==> src/rtl/multicycle_controller.sv <==
// Multicycle MIPS-subset control unit: a Moore FSM that sequences FETCH,
// DECODE, execute, memory and write-back steps and drives the datapath
// selects and write enables. A wait counter guards every memory handshake
// and sends the FSM to a sticky TRAP state if memory stalls too long.
// ALUOP_W must be at least 3; the ALU code is zero-extended to that width.
// Optional feature: define MULTICYCLE_BNE_EN to decode bne (opcode 000101)
// as a branch taken on ~zero; without it bne is an illegal opcode.
module multicycle_controller #(
  parameter int ALUOP_W     = 3,
  parameter int MEM_TIMEOUT = 15
) (
  input  logic               clk,
  input  logic               rst,
  input  logic [5:0]         opcode,
  input  logic [5:0]         func,
  input  logic               zero,
  input  logic               mem_ready,
  output logic               IorD,
  output logic               IRWrite,
  output logic               PCWrite,
  output logic               ALUSrcA,
  output logic               MemtoReg,
  output logic               RegWrite,
  output logic               MemRead,
  output logic               MemWrite,
  output logic [1:0]         PCSrc,
  output logic [1:0]         ALUSrcB,
  output logic [1:0]         RegDst,
  output logic [ALUOP_W-1:0] AluOperation,
  output logic               instr_done,
  output logic               err
);

  localparam int CNT_W = (MEM_TIMEOUT < 1) ? 1 : $clog2(MEM_TIMEOUT + 1);

  localparam logic [5:0] OP_RTYPE = 6'b000000;
  localparam logic [5:0] OP_ADDI  = 6'b001000;
  localparam logic [5:0] OP_ADDIU = 6'b001001;
  localparam logic [5:0] OP_SLTI  = 6'b001010;
  localparam logic [5:0] OP_LW    = 6'b100011;
  localparam logic [5:0] OP_SW    = 6'b101011;
  localparam logic [5:0] OP_BEQ   = 6'b000100;
  localparam logic [5:0] OP_BNE   = 6'b000101;
  localparam logic [5:0] OP_J     = 6'b000010;
  localparam logic [5:0] OP_JAL   = 6'b000011;

  localparam logic [5:0] FN_JR  = 6'b001000;
  localparam logic [5:0] FN_SUB = 6'b100010;
  localparam logic [5:0] FN_SLT = 6'b101010;

  localparam logic [2:0] ALU_ADD = 3'b010;
  localparam logic [2:0] ALU_SUB = 3'b011;
  localparam logic [2:0] ALU_SLT = 3'b100;

`ifdef MULTICYCLE_BNE_EN
  localparam bit BNE_EN = 1'b1;
`else
  localparam bit BNE_EN = 1'b0;
`endif

  typedef enum logic [3:0] {
    S_FETCH,
    S_DECODE,
    S_EXEC_R,
    S_EXEC_I,
    S_MEM_ADDR,
    S_MEM_RD,
    S_MEM_WR,
    S_WB_R,
    S_WB_I,
    S_WB_MEM,
    S_BRANCH,
    S_JUMP,
    S_JAL,
    S_JR,
    S_TRAP
  } state_t;

  state_t           state;
  state_t           next_state;
  logic [CNT_W-1:0] wait_cnt;
  logic [2:0]       alu_op;
  logic             is_wait_state;
  logic             timeout;
  logic             is_bne;

  assign is_wait_state = (state == S_FETCH) || (state == S_MEM_RD) || (state == S_MEM_WR);
  assign timeout       = !mem_ready && (wait_cnt == CNT_W'(MEM_TIMEOUT));
  assign is_bne        = BNE_EN && (opcode == OP_BNE);

  // State register; reset drops the FSM back to FETCH at once.
  always_ff @(posedge clk or posedge rst) begin
    if (rst) begin
      state <= S_FETCH;
    end else begin
      state <= next_state;
    end
  end

  // Wait counter: cleared when a handshake state is entered, counts stalls.
  always_ff @(posedge clk or posedge rst) begin
    if (rst) begin
      wait_cnt <= '0;
    end else if ((next_state != state) &&
                 ((next_state == S_FETCH) || (next_state == S_MEM_RD) ||
                  (next_state == S_MEM_WR))) begin
      wait_cnt <= '0;
    end else if (is_wait_state && !mem_ready && (next_state == state)) begin
      wait_cnt <= wait_cnt + CNT_W'(1);
    end
  end

  // Next-state and per-state outputs; everything is forced low during reset.
  always_comb begin
    next_state   = state;
    IorD         = 1'b0;
    IRWrite      = 1'b0;
    PCWrite      = 1'b0;
    ALUSrcA      = 1'b0;
    MemtoReg     = 1'b0;
    RegWrite     = 1'b0;
    MemRead      = 1'b0;
    MemWrite     = 1'b0;
    PCSrc        = 2'b00;
    ALUSrcB      = 2'b00;
    RegDst       = 2'b00;
    alu_op       = 3'b000;
    instr_done   = 1'b0;
    err          = 1'b0;
    AluOperation = '0;

    case (state)
      S_FETCH: begin
        MemRead = 1'b1;
        ALUSrcB = 2'b01;
        alu_op  = ALU_ADD;
        if (mem_ready) begin
          IRWrite    = 1'b1;
          PCWrite    = 1'b1;
          next_state = S_DECODE;
        end else if (timeout) begin
          next_state = S_TRAP;
        end
      end
      S_DECODE: begin
        ALUSrcB = 2'b11;
        alu_op  = ALU_ADD;
        case (opcode)
          OP_RTYPE:                  next_state = (func == FN_JR) ? S_JR : S_EXEC_R;
          OP_ADDI, OP_ADDIU, OP_SLTI: next_state = S_EXEC_I;
          OP_LW, OP_SW:              next_state = S_MEM_ADDR;
          OP_BEQ:                    next_state = S_BRANCH;
          OP_J:                      next_state = S_JUMP;
          OP_JAL:                    next_state = S_JAL;
          default:                   next_state = is_bne ? S_BRANCH : S_TRAP;
        endcase
      end
      S_EXEC_R: begin
        ALUSrcA = 1'b1;
        if (func == FN_SUB) begin
          alu_op = ALU_SUB;
        end else if (func == FN_SLT) begin
          alu_op = ALU_SLT;
        end else begin
          alu_op = func[2:0];
        end
        next_state = S_WB_R;
      end
      S_EXEC_I: begin
        ALUSrcA    = 1'b1;
        ALUSrcB    = 2'b10;
        alu_op     = (opcode == OP_SLTI) ? ALU_SLT : ALU_ADD;
        next_state = S_WB_I;
      end
      S_MEM_ADDR: begin
        ALUSrcA    = 1'b1;
        ALUSrcB    = 2'b10;
        alu_op     = ALU_ADD;
        next_state = (opcode == OP_SW) ? S_MEM_WR : S_MEM_RD;
      end
      S_MEM_RD: begin
        MemRead = 1'b1;
        IorD    = 1'b1;
        if (mem_ready) begin
          next_state = S_WB_MEM;
        end else if (timeout) begin
          next_state = S_TRAP;
        end
      end
      S_MEM_WR: begin
        MemWrite = 1'b1;
        IorD     = 1'b1;
        if (mem_ready) begin
          instr_done = 1'b1;
          next_state = S_FETCH;
        end else if (timeout) begin
          next_state = S_TRAP;
        end
      end
      S_WB_R: begin
        RegWrite   = 1'b1;
        RegDst     = 2'b01;
        instr_done = 1'b1;
        next_state = S_FETCH;
      end
      S_WB_I: begin
        RegWrite   = 1'b1;
        instr_done = 1'b1;
        next_state = S_FETCH;
      end
      S_WB_MEM: begin
        RegWrite   = 1'b1;
        MemtoReg   = 1'b1;
        instr_done = 1'b1;
        next_state = S_FETCH;
      end
      S_BRANCH: begin
        ALUSrcA    = 1'b1;
        alu_op     = ALU_SUB;
        PCSrc      = 2'b01;
        PCWrite    = is_bne ? ~zero : zero;
        instr_done = 1'b1;
        next_state = S_FETCH;
      end
      S_JUMP: begin
        PCWrite    = 1'b1;
        PCSrc      = 2'b10;
        instr_done = 1'b1;
        next_state = S_FETCH;
      end
      S_JAL: begin
        PCWrite    = 1'b1;
        PCSrc      = 2'b10;
        RegWrite   = 1'b1;
        RegDst     = 2'b10;
        instr_done = 1'b1;
        next_state = S_FETCH;
      end
      S_JR: begin
        PCWrite    = 1'b1;
        PCSrc      = 2'b11;
        instr_done = 1'b1;
        next_state = S_FETCH;
      end
      S_TRAP: begin
        err        = 1'b1;
        next_state = S_TRAP;
      end
      default: begin
        next_state = S_TRAP;
      end
    endcase

    if (rst) begin
      IorD       = 1'b0;
      IRWrite    = 1'b0;
      PCWrite    = 1'b0;
      ALUSrcA    = 1'b0;
      MemtoReg   = 1'b0;
      RegWrite   = 1'b0;
      MemRead    = 1'b0;
      MemWrite   = 1'b0;
      PCSrc      = 2'b00;
      ALUSrcB    = 2'b00;
      RegDst     = 2'b00;
      alu_op     = 3'b000;
      instr_done = 1'b0;
      err        = 1'b0;
    end

    AluOperation = ALUOP_W'(alu_op);
  end

endmodule

==> config.mk <==
export PLATFORM = sky130hd
export DESIGN_NAME = multicycle_controller
export DESIGN_NICKNAME = d
export VERILOG_FILES = /design/src/rtl/multicycle_controller.sv
export SDC_FILE = /design/constraint.sdc
export NUM_CORES = 1
export LEC_CHECK = 0
export ABC_CLOCK_PERIOD_IN_PS = 7000
export CORE_ASPECT_RATIO = 2
export CORE_MARGIN = 5
export CORE_UTILIZATION = 25
export CTS_CLUSTER_SIZE = 28
export DETAILED_ROUTE_END_ITERATION = 8
export HOLD_SLACK_MARGIN = 0.05
export PLACE_DENSITY = 0.47
export SETUP_SLACK_MARGIN = 0.1
export SKIP_LAST_GASP = 1
export SLEW_MARGIN = 5
export SYNTH_ARGS = -nofsm -noshare
export SYNTH_HDL_FRONTEND = slang
export SYNTH_SLANG_ARGS = --single-unit
==> constraint.sdc <==
create_clock -name clk -period 7 [get_ports clk]
set_clock_uncertainty 0.1 [all_clocks]
set_input_delay 1.4 -clock clk [delete_from_list [all_inputs] [get_ports clk]]
set_output_delay 1.4 -clock clk [all_outputs]
set_load 0.005 [all_outputs]
==> impl_metrics.toml <==
[critical_path]
path_class = "in2out"
timing.rr.end = "wait_cnt[2]"
worst_setup_path_end_kind = "output pin"
crit_family = "buffers and inverters"
critPathCapture = "RegDst[1]"
crit_start = "rst"
crit_arrival_ns = 3.47
cp-start-kind = "primary input"
slowest_delay_ns = 0.63
reg2reg_slack_ns = 3.91
cp_num_cells = 5
worst-path-buf-inv = 3
worstPathRequired_ns = 5.50
cp_common_cell = "clkdlybuf4s50_1"
crit_slowest_cell = "clkdlybuf4s50_1"
r2r_start = "state[1]"
ff2ff_path_depth = 7
critPathMaxFanout = 12
path_cells = "clkdlybuf4s50_1, inv_1, nand2_1, nor3_1, clkdlybuf4s50_1"

[timing]
fin_hold_ws_ns = 0.428
rsz0062_at_grt = "false"
hold_viol = 0
fin_crit_ns = 4.97
setup_viol = 0
fmax_ghz = 0.201
timing.final.crit_share = 0.710
setup_tns_ns = 0
tightest_slew_ns = 0.778
maxSlewViolCount = 0
slew_headroom = 0.481

[routing]
drtPass1Iterations = 4
initialDrtViolationCount = 36
ant_nets = 0
drc = 0
wire_per_inst_um = 16.7
routed_via_density = 5.60
routed_wl_um = 4100
vias = 1378

[clock_network]
cts_root_buf = "clkbuf_8"
clk_latency_ns = 0.23
cts_inserted_buffers = 3
clkTransAtPathRegs_ns = 0.04
cts_tree = "yes"
cts.repair.resized = 0
cts.sinks = 8
post_cts_buffers = 0
holdBufCountCts = 0
htreeDepth = 1
cts_buffer_depth = 2

[place]
dp_cells = 243
dpl_cell_area_um2 = 1530
place_hpwl_um = 3140
place_congestion = 0.794
port-buffer-count = 34

[cells_and_area]
diodes = 0
post-route-util = 0.342
post-route-cell-area_um2 = 1570
layout_common_cells = "clkdlybuf4s50_1, nor2_1, nor3_1"
drive_gt1_frac = 0.0890
stdcell_count = 246
area_delta_synth_final_pct = 33.2
fillerInstances = 508
multi_input_area_um2 = 906
fin_nets = 210
layout_commonest_cell = "clkdlybuf4s50_1"
regArea_um2 = 200

[synth]
yosysSeqAreaShare = 0.170
synth_nets = 183
synthesis.area_um2 = 1180
netlist_instances = 166
synth_ff_type = "dfrtp_1"
synth_cell_types = 51
yosysWarnings = 0
syn_area_per_cell_um2 = 7.11
synth_edf_count = 0
synth-seq-cells = 8
async_flop_share = 1.00

[run]
max_cap_viol_count = 0

[power_and_ir_drop]
power_frac_comb = 0.638
p_seq_frac = 0.253
ir_drop_mv = 0.268
p_per_area_nw_per_um2 = 318
p_int_uw = 256
clockPowerShare = 0.109
power_switching_uw = 243
swShare = 0.487
power_leakage_nw = 0.568

[grt]
grt.total_usage = 0.135
overflow = 0
grt_max_degree = 26
antenna_found_initial = 0
grt_pass1_wl_um = 6800
grt_pass1_vias = 1428

[floorplan]
rows = 35
core_um2 = 4600
start_util = 0.257
die_w_um = 58.6
pin_count = 35
die_area_um2 = 6280
die_h_um = 107

[outcome]
status = "finished clean"

[hold_path]
hold_class = "reg2reg"
## synthesized netlist by cell type, types with 2 or more instances
cell type	instances	area, um2
a2111oi_0	2	17.5
a211o_1	2	17.5
a211oi_1	4	30.0
a21oi_1	9	45.0
a31oi_1	5	31.3
and3b_1	2	17.5
buf_2	5	25.0
clkbuf_1	6	22.5
dfrtp_1	8	200
inv_1	4	15.0
mux2_2	2	22.5
nand2_1	9	33.8
nand2b_1	9	56.3
nand3_1	6	30.0
nand4_1	2	12.5
nand4b_1	2	17.5
nor2_1	17	63.8
nor2b_1	8	50.1
nor3_1	13	65.1
nor4b_1	6	52.6
o21ai_0	5	25.0
o21bai_1	2	15.0
o31ai_1	3	22.5
o41ai_1	2	17.5
or2_2	5	31.3
or3_1	2	12.5
or4_1	2	15.0
## power groups by stage
stage                     Combinational [mW]  Sequential, mW  Clock [mW]
after global placement                 0.318           0.124           0
after floorplan                        0.268          0.0722           0
after CTS                              0.322           0.124      0.0562
after global routing                   0.350           0.134      0.0588
after detailed placement               0.321           0.125           0
final                                  0.319           0.126      0.0543
## cell type report
| type | instances | share of cell area |
|---|---|---|
| Multi-Input combinational cell | 142 | 0.576 |
| Tap cell | 55 | 0.0438 |
| Timing Repair Buffer | 34 | 0.217 |
| Inverter | 4 | 0.00955 |
| Sequential cell | 8 | 0.127 |
| Clock buffer | 3 | 0.0263 |
## state kept, by name, indices dropped and copies added (netlist names)
register	cells
state	4
wait_cnt	4
## how the worst min path moves through the flow
stage	depth (start not counted)	slack [ns]	startpoint	endpoint
after floorplan	1	0.40	wait_cnt[1]	wait_cnt[1]
after global placement	1	0.43	wait_cnt[1]	wait_cnt[1]
after detailed placement	1	0.42	wait_cnt[1]	wait_cnt[1]
after CTS	1	0.43	wait_cnt[1]	wait_cnt[1]
after global routing	1	0.46	wait_cnt[1]	wait_cnt[1]
final	1	0.43	wait_cnt[1]	wait_cnt[1]
## metal layers
layer | global-route usage | vias to the layer above | part of all wire
met4 | 0.0616 | 0 | 0.032
met1 | 0.144 | 662 | 0.38
li1 | - | 677 | -
met3 | 0.0120 | 13 | 0.031
met5 | 0 | - | 0
met2 | 0.254 | 26 | 0.55
## cell families after synthesis
logic type	after synthesis	share of synthesized area
AND/OR/NAND/NOR	91	0.441
flip-flops	8	0.170
buffers and inverters	16	0.0626
adder cells (fa/ha/maj)	1	0.0106
AO/OA/AOI/OAI	47	0.290
multiplexers	2	0.0191
XOR/XNOR	1	0.00742
## stage by stage
step | setup WS, ns | total power, mW
finish | 2.03 | 0.499
global route | 1.79 | 0.543
CTS | 2.02 | 0.502
detailed placement | 2.03 | 0.445
global placement | 2.05 | 0.442
floorplan | 3.19 | 0.340
Power figures use the tool's default switching activity.
